[src/rtl/riscv_pkg.sv]
// Shared constants and helpers for the RISC-V writeback collector.
// Holds the rd field position, the register index width and the source priority.
package riscv_pkg;

    localparam int RD_LSB    = 7;
    localparam int REG_IDX_W = 5;

    typedef enum logic [1:0] {
        SRC_NONE = 2'd0,
        SRC_ALU  = 2'd1,
        SRC_DIV  = 2'd2,
        SRC_MUL  = 2'd3
    } src_e;

    // True when two or more of the three result sources are valid together.
    function automatic logic multi_valid(input logic a_v, input logic b_v, input logic c_v);
        return (a_v & b_v) | (a_v & c_v) | (b_v & c_v);
    endfunction

    function automatic src_e pick_src(input logic alu_v, input logic mul_v, input logic div_v);
        if (mul_v) begin
            return SRC_MUL;
        end else if (div_v) begin
            return SRC_DIV;
        end else if (alu_v) begin
            return SRC_ALU;
        end else begin
            return SRC_NONE;
        end
    endfunction

endpackage

[src/rtl/riscv_wb_skid.sv]
// Two-entry FIFO holding writeback payloads; the head is visible on data_out.
// Storage is left unreset: only count and pointers define which entries are live.
module riscv_wb_skid #(
    parameter int W = 37
) (
    input  logic         clk,
    input  logic         rstn,
    input  logic         flush,
    input  logic         push,
    input  logic         pop_en,
    input  logic [W-1:0] data_in,
    output logic         empty,
    output logic         full,
    output logic [W-1:0] data_out
);

    logic [1:0]   count_q, count_d;
    logic         wr_ptr_q, wr_ptr_d;
    logic         rd_ptr_q, rd_ptr_d;
    logic [W-1:0] mem_q [2];
    logic         push_s, pop_s;

    assign empty    = (count_q == 2'd0);
    assign full     = (count_q == 2'd2);
    assign push_s   = push & ~full;
    assign pop_s    = ~empty & pop_en;
    assign data_out = mem_q[rd_ptr_q];

    // Next-state for occupancy and pointers; flush beats any push or pop.
    always_comb begin
        count_d  = count_q;
        wr_ptr_d = wr_ptr_q;
        rd_ptr_d = rd_ptr_q;
        if (flush) begin
            count_d  = 2'd0;
            wr_ptr_d = 1'b0;
            rd_ptr_d = 1'b0;
        end else begin
            if (push_s) begin
                wr_ptr_d = ~wr_ptr_q;
            end else begin
                wr_ptr_d = wr_ptr_q;
            end
            if (pop_s) begin
                rd_ptr_d = ~rd_ptr_q;
            end else begin
                rd_ptr_d = rd_ptr_q;
            end
            case ({push_s, pop_s})
                2'b10:   count_d = count_q + 2'd1;
                2'b01:   count_d = count_q - 2'd1;
                default: count_d = count_q;
            endcase
        end
    end

    // Occupancy and pointer registers.
    always_ff @(posedge clk or negedge rstn) begin
        if (!rstn) begin
            count_q  <= 2'd0;
            wr_ptr_q <= 1'b0;
            rd_ptr_q <= 1'b0;
        end else begin
            count_q  <= count_d;
            wr_ptr_q <= wr_ptr_d;
            rd_ptr_q <= rd_ptr_d;
        end
    end

    // Payload storage write.
    always_ff @(posedge clk) begin
        if (push_s && !flush) begin
            mem_q[wr_ptr_q] <= data_in;
        end
    end

endmodule

[src/rtl/riscv_wb_collect.sv]
// Collects ALU/MUL/DIV results into one writeback stream through a 2-entry buffer.
// Picks one source per cycle (mul > div > alu) and flags same-cycle collisions.
module riscv_wb_collect
    import riscv_pkg::*;
#(
    parameter int XLEN       = 32,
    parameter int INSTR_SIZE = 32
) (
    input  logic                  clk,
    input  logic                  rstn,
    input  logic                  flush,
    input  logic [INSTR_SIZE-1:0] ex_instr,
    input  logic                  alu_bubble,
    input  logic [XLEN-1:0]       alu_r,
    input  logic                  mul_bubble,
    input  logic [XLEN-1:0]       mul_r,
    input  logic                  div_bubble,
    input  logic [XLEN-1:0]       div_r,
    input  logic                  wb_stall,
    output logic                  ex_stall,
    output logic                  wb_bubble,
    output logic [XLEN-1:0]       wb_r,
    output logic [4:0]            wb_dst,
    output logic                  wb_we,
    output logic                  collision
);

    localparam int PW = XLEN + REG_IDX_W;

    src_e                 src_s;
    logic [XLEN-1:0]      result_s;
    logic                 push_s;
    logic                 empty_s;
    logic                 full_s;
    logic [PW-1:0]        head_s;
    logic                 collision_q, collision_d;
    logic [REG_IDX_W-1:0] rd_s;
    logic                 unused_instr_s;

    assign rd_s           = ex_instr[RD_LSB +: REG_IDX_W];
    assign unused_instr_s = ^{ex_instr[INSTR_SIZE-1:RD_LSB+REG_IDX_W], ex_instr[RD_LSB-1:0]};
    assign src_s          = pick_src(~alu_bubble, ~mul_bubble, ~div_bubble);
    assign push_s         = (src_s != SRC_NONE);

    // Result mux for the winning source.
    always_comb begin
        result_s = {XLEN{1'b0}};
        case (src_s)
            SRC_MUL: result_s = mul_r;
            SRC_DIV: result_s = div_r;
            SRC_ALU: result_s = alu_r;
            default: result_s = {XLEN{1'b0}};
        endcase
    end

    riscv_wb_skid #(.W(PW)) u_skid (
        .clk      (clk),
        .rstn     (rstn),
        .flush    (flush),
        .push     (push_s),
        .pop_en   (~wb_stall),
        .data_in  ({result_s, rd_s}),
        .empty    (empty_s),
        .full     (full_s),
        .data_out (head_s)
    );

    // A collision only counts when the buffer could have accepted the push.
    always_comb begin
        if (flush) begin
            collision_d = 1'b0;
        end else begin
            collision_d = multi_valid(~alu_bubble, ~mul_bubble, ~div_bubble) & ~full_s;
        end
    end

    // Collision pulse register.
    always_ff @(posedge clk or negedge rstn) begin
        if (!rstn) begin
            collision_q <= 1'b0;
        end else begin
            collision_q <= collision_d;
        end
    end

    assign ex_stall  = full_s;
    assign wb_bubble = empty_s;
    assign wb_r      = head_s[PW-1:REG_IDX_W];
    assign wb_dst    = head_s[REG_IDX_W-1:0];
    assign wb_we     = ~empty_s & (head_s[REG_IDX_W-1:0] != {REG_IDX_W{1'b0}});
    assign collision = collision_q;

endmodule

[config.mk]
export PLATFORM = sky130hd
export DESIGN_NAME = riscv_wb_collect
export DESIGN_NICKNAME = d
export VERILOG_FILES = /design/src/rtl/riscv_pkg.sv /design/src/rtl/riscv_wb_skid.sv /design/src/rtl/riscv_wb_collect.sv
export SDC_FILE = /design/constraint.sdc
export NUM_CORES = 1
export LEC_CHECK = 0
export CAP_MARGIN = 20
export CORE_ASPECT_RATIO = 1.5
export CORE_MARGIN = 2
export CORE_UTILIZATION = 41
export CTS_CLUSTER_DIAMETER = 30
export DETAILED_ROUTE_END_ITERATION = 10
export GPL_ROUTABILITY_DRIVEN = 1
export PLACE_DENSITY_LB_ADDON = 0.05
export RECOVER_POWER = 25
export REMOVE_ABC_BUFFERS = 1
export SLEW_MARGIN = 10
export SYNTH_ARGS = -nofsm -noshare
export SYNTH_HDL_FRONTEND = slang
export SYNTH_SLANG_ARGS = --single-unit
[constraint.sdc]
create_clock -name clk -period 6.7 [get_ports clk]
set_clock_uncertainty 0.05 [all_clocks]
set_input_delay 1.34 -clock clk [delete_from_list [all_inputs] [get_ports clk]]
set_output_delay 1.34 -clock clk [all_outputs]
set_load 0.01 [all_outputs]
==> results_dict.tcl <==
set metrics [dict create \
    status "finished, violations left" \
    violations "capacitance limit, slew limit" \
    place.gp.congestion 0.722 \
    setup-violations-final 0 \
    timing.final.crit_share 0.581 \
    final_area_sq_um 5590 \
    period_minus_slack_ns 3.89 \
    grt_usage 0.178 \
    critPathMaxFanout 39 \
    cts_made_buffers 9 \
    grt_pass1_vias 2772 \
    drtAntennaViolNets 0 \
    clkSinkCount 79 \
    drt-initial-drc-count 101 \
    peakVddDrop_mv 0.167 \
    portBuffers 148 \
    max_freq_ghz 0.257 \
    ctsHoldBuffers 0 \
    cts.clk_slew.worst_paths_ns 0.05 \
    worstMarginPinSlew_ns 1.59 \
    antenna_found_initial 1 \
    final.fill_count 739 \
    final_layout_size_suffix_gt1_frac 0.132 \
    drtPass1Iterations 4 \
    ys_seq_elements 79 \
    critPathCaptureType "output port" \
    hold_class "reg -> reg" \
    avgSynthCellArea_sq_um 12.8 \
    ios 176 \
    worstRegToRegCells 3 \
    via_per_inst 5.13 \
    grt_pass1_wl_mm 13.2 \
    met3_usage 0.0607 \
    timing.reg2reg.setup_slack_ns 4.87 \
    fp.dieH_microns 122 \
    cts_setup_buffers 0 \
    postSynthCellCount 294 \
    postPlaceCellArea_sq_um 5350 \
    required_ns 5.31 \
    die_width_microns 82.4 \
    routed_wl_mm 8.58 \
    worst_setup_path_start_kind "register" \
    criticalPathCategory "reg -> out" \
    grt_max_degree 68 \
    drv_slew 32 \
    p_leak_nw 2.01 \
    synth.cell_area_sq_um 3780 \
    grt_busiest_layer "met2" \
    cts_root_buf "clkbuf_16" \
    ys_warn_count 0 \
    cap_violations 1 \
    grtUsageMet1 0.198 \
    hold_violations 0 \
    rows 42 \
    yosysSeqAreaShare 0.621 \
    clock_path_buffers 2 \
    dieArea_sq_um 10000 \
    fp.coreArea_sq_um 8880 \
    slew_headroom -0.0604 \
    post_cts_resized 0 \
    use_met2 0.315 \
    hold_path_depth 2 \
    htree_levels 3 \
    area_growth_pct 48.0 \
    crit_arrival_ns 2.50 \
    clk-insertion-delay-late_ns 0.33 \
    initial_core_util 0.425 \
    hpwl_mm 5.75 \
    drc_errors 0 \
    final_cells 552 \
    powerDensity_nw_per_um2 225 \
    fin_nets 573 \
    overflow 0 \
    yosys.cell_types.count 25 \
    vias 2832 \
    dp.cells 537 \
    rsz0062_at_grt "false" \
    cts_tree "built" \
    routedWlPerCell_microns 15.5 \
    fin_setup_tns_ns 0 \
]
[power breakdown]
part / leakage (nW) / internal [mW] / switching, mW / total [mW]
clock: 0.120 / 0.243 / 0.168 / 0.411
sequential: 0.751 / 0.583 / 0.0166 / 0.600
combinational: 1.13 / 0.150 / 0.0977 / 0.248
[synth_stat cells]
cell type | number | share of area
nand2_1 | 29 | 0.029
xnor2_1 | 1 | 0.0023
o221ai_1 | 28 | 0.065
nor4_1 | 2 | 0.0033
maj3_1 | 1 | 0.0026
buf_6 | 1 | 0.0030
edfxtp_1 | 74 | 0.59
buf_1 | 1 | 0.00099
nor2_1 | 7 | 0.0070
mux2_2 | 37 | 0.11
or3_1 | 2 | 0.0033
clkbuf_1 | 6 | 0.0060
buf_2 | 14 | 0.019
nor4b_1 | 1 | 0.0023
and3_1 | 2 | 0.0033
nor3_1 | 2 | 0.0026
inv_1 | 28 | 0.028
a21oi_1 | 12 | 0.016
o21a_1 | 28 | 0.056
o21ai_0 | 3 | 0.0040
nand2b_1 | 1 | 0.0017
nand3_1 | 2 | 0.0026
dfrtp_1 | 5 | 0.033
a31oi_1 | 1 | 0.0017
nor2b_1 | 6 | 0.0099
[cell type report]
cell class,instances,area (sq um),share of cell area
well taps,110,138,0.0246
repair buffers,155,1520,0.272
diodes,1,2.50,0.000448
clock inverters,3,12.5,0.00224
flip-flops and latches,79,2350,0.420
inverters,28,105,0.0188
clock buffers,11,233,0.0416
multi-input cells,165,1230,0.220
[state kept, by name, summed over array words and instances (netlist names)]
register	flops
collision	1
u_skid.count_q	2
u_skid.mem_q	74
u_skid.rd_ptr_q	1
u_skid.wr_ptr_q	1
[through the flow]
step	setup slack (ns)	utilization	power (mW)	hold WS, ns
3_5_place_dp	3.09	0.602	0.862	0.545
4_1_cts	2.73	0.629	1.28	0.570
2_1_floorplan	0.695	-	0.706	0.479
5_1_grt	2.62	0.629	1.32	0.630
6_report	2.81	0.629	1.26	0.581
3_3_place_gp	3.09	0.602	0.856	0.514
[worst paths after layout]
check | startpoint | to
max in group asynchronous | rstn | u_skid.rd_ptr_q$_DFFE_PN0P_
hold / removal | u_skid.wr_ptr_q$_DFFE_PN0P_ | u_skid.wr_ptr_q$_DFFE_PN0P_
setup reg to reg | u_skid.count_q[1]$_DFFE_PN0P_ | u_skid.mem_q[1][33]$_DFFE_PP_
min in group asynchronous | rstn | u_skid.wr_ptr_q$_DFFE_PN0P_
hold reg to reg | u_skid.wr_ptr_q$_DFFE_PN0P_ | u_skid.wr_ptr_q$_DFFE_PN0P_
setup / recovery | u_skid.rd_ptr_q$_DFFE_PN0P_ | wb_we
[critical path, stage by stage, from the launching register on]
cell and delay, ns:
dfrtp_2 0.96, mux2_2 0.42, nor3_1 0.21, a21oi_1 0.09
clkdlybuf4s50_1 0.48
[kinds of logic after synthesis]
kind of cell               after synthesis  share of synthesized area
AOI/OAI and AO/OA                       72                      0.142
xor gates and xnor gates                 1                    0.00232
adders and majority gates                1                    0.00265
buffers and inverters                   50                     0.0563
DFF                                     79                      0.621
muxes                                   37                      0.110
and+or+nand+nor                         54                     0.0649
[cell usage in the layout, fill, tap and decap left out, types with 2 or more instances in the layout]
master           Yosys  final
clkdlybuf4s50_1      0    138
edfxtp_1            74     74
mux2_2              37     37
nand2_1             29     29
inv_1               28     28
o221ai_1            28     28
o21a_1              28     28
a21oi_1             12     12
clkbuf_16            0      9
dlygate4sd3_1        0      8
nor2_1               7      7
nor2b_1              6      6
buf_4                0      6
dfrtp_1              5      4
o21ai_0              3      3
clkbuf_1             6      3
nor3_1               2      2
and3_1               2      2
nand3_1              2      2
or3_1                2      2
clkinv_1             0      2
buf_2               14      2
[layer usage]
layer  vias up  wire length [microns]
met5         -                      0
met4         0                    102
met3         6                    576
met2        98                   4640
met1      1346                   3260
li1       1382                      -
Note: power is estimated with default switching activity, not from simulation.
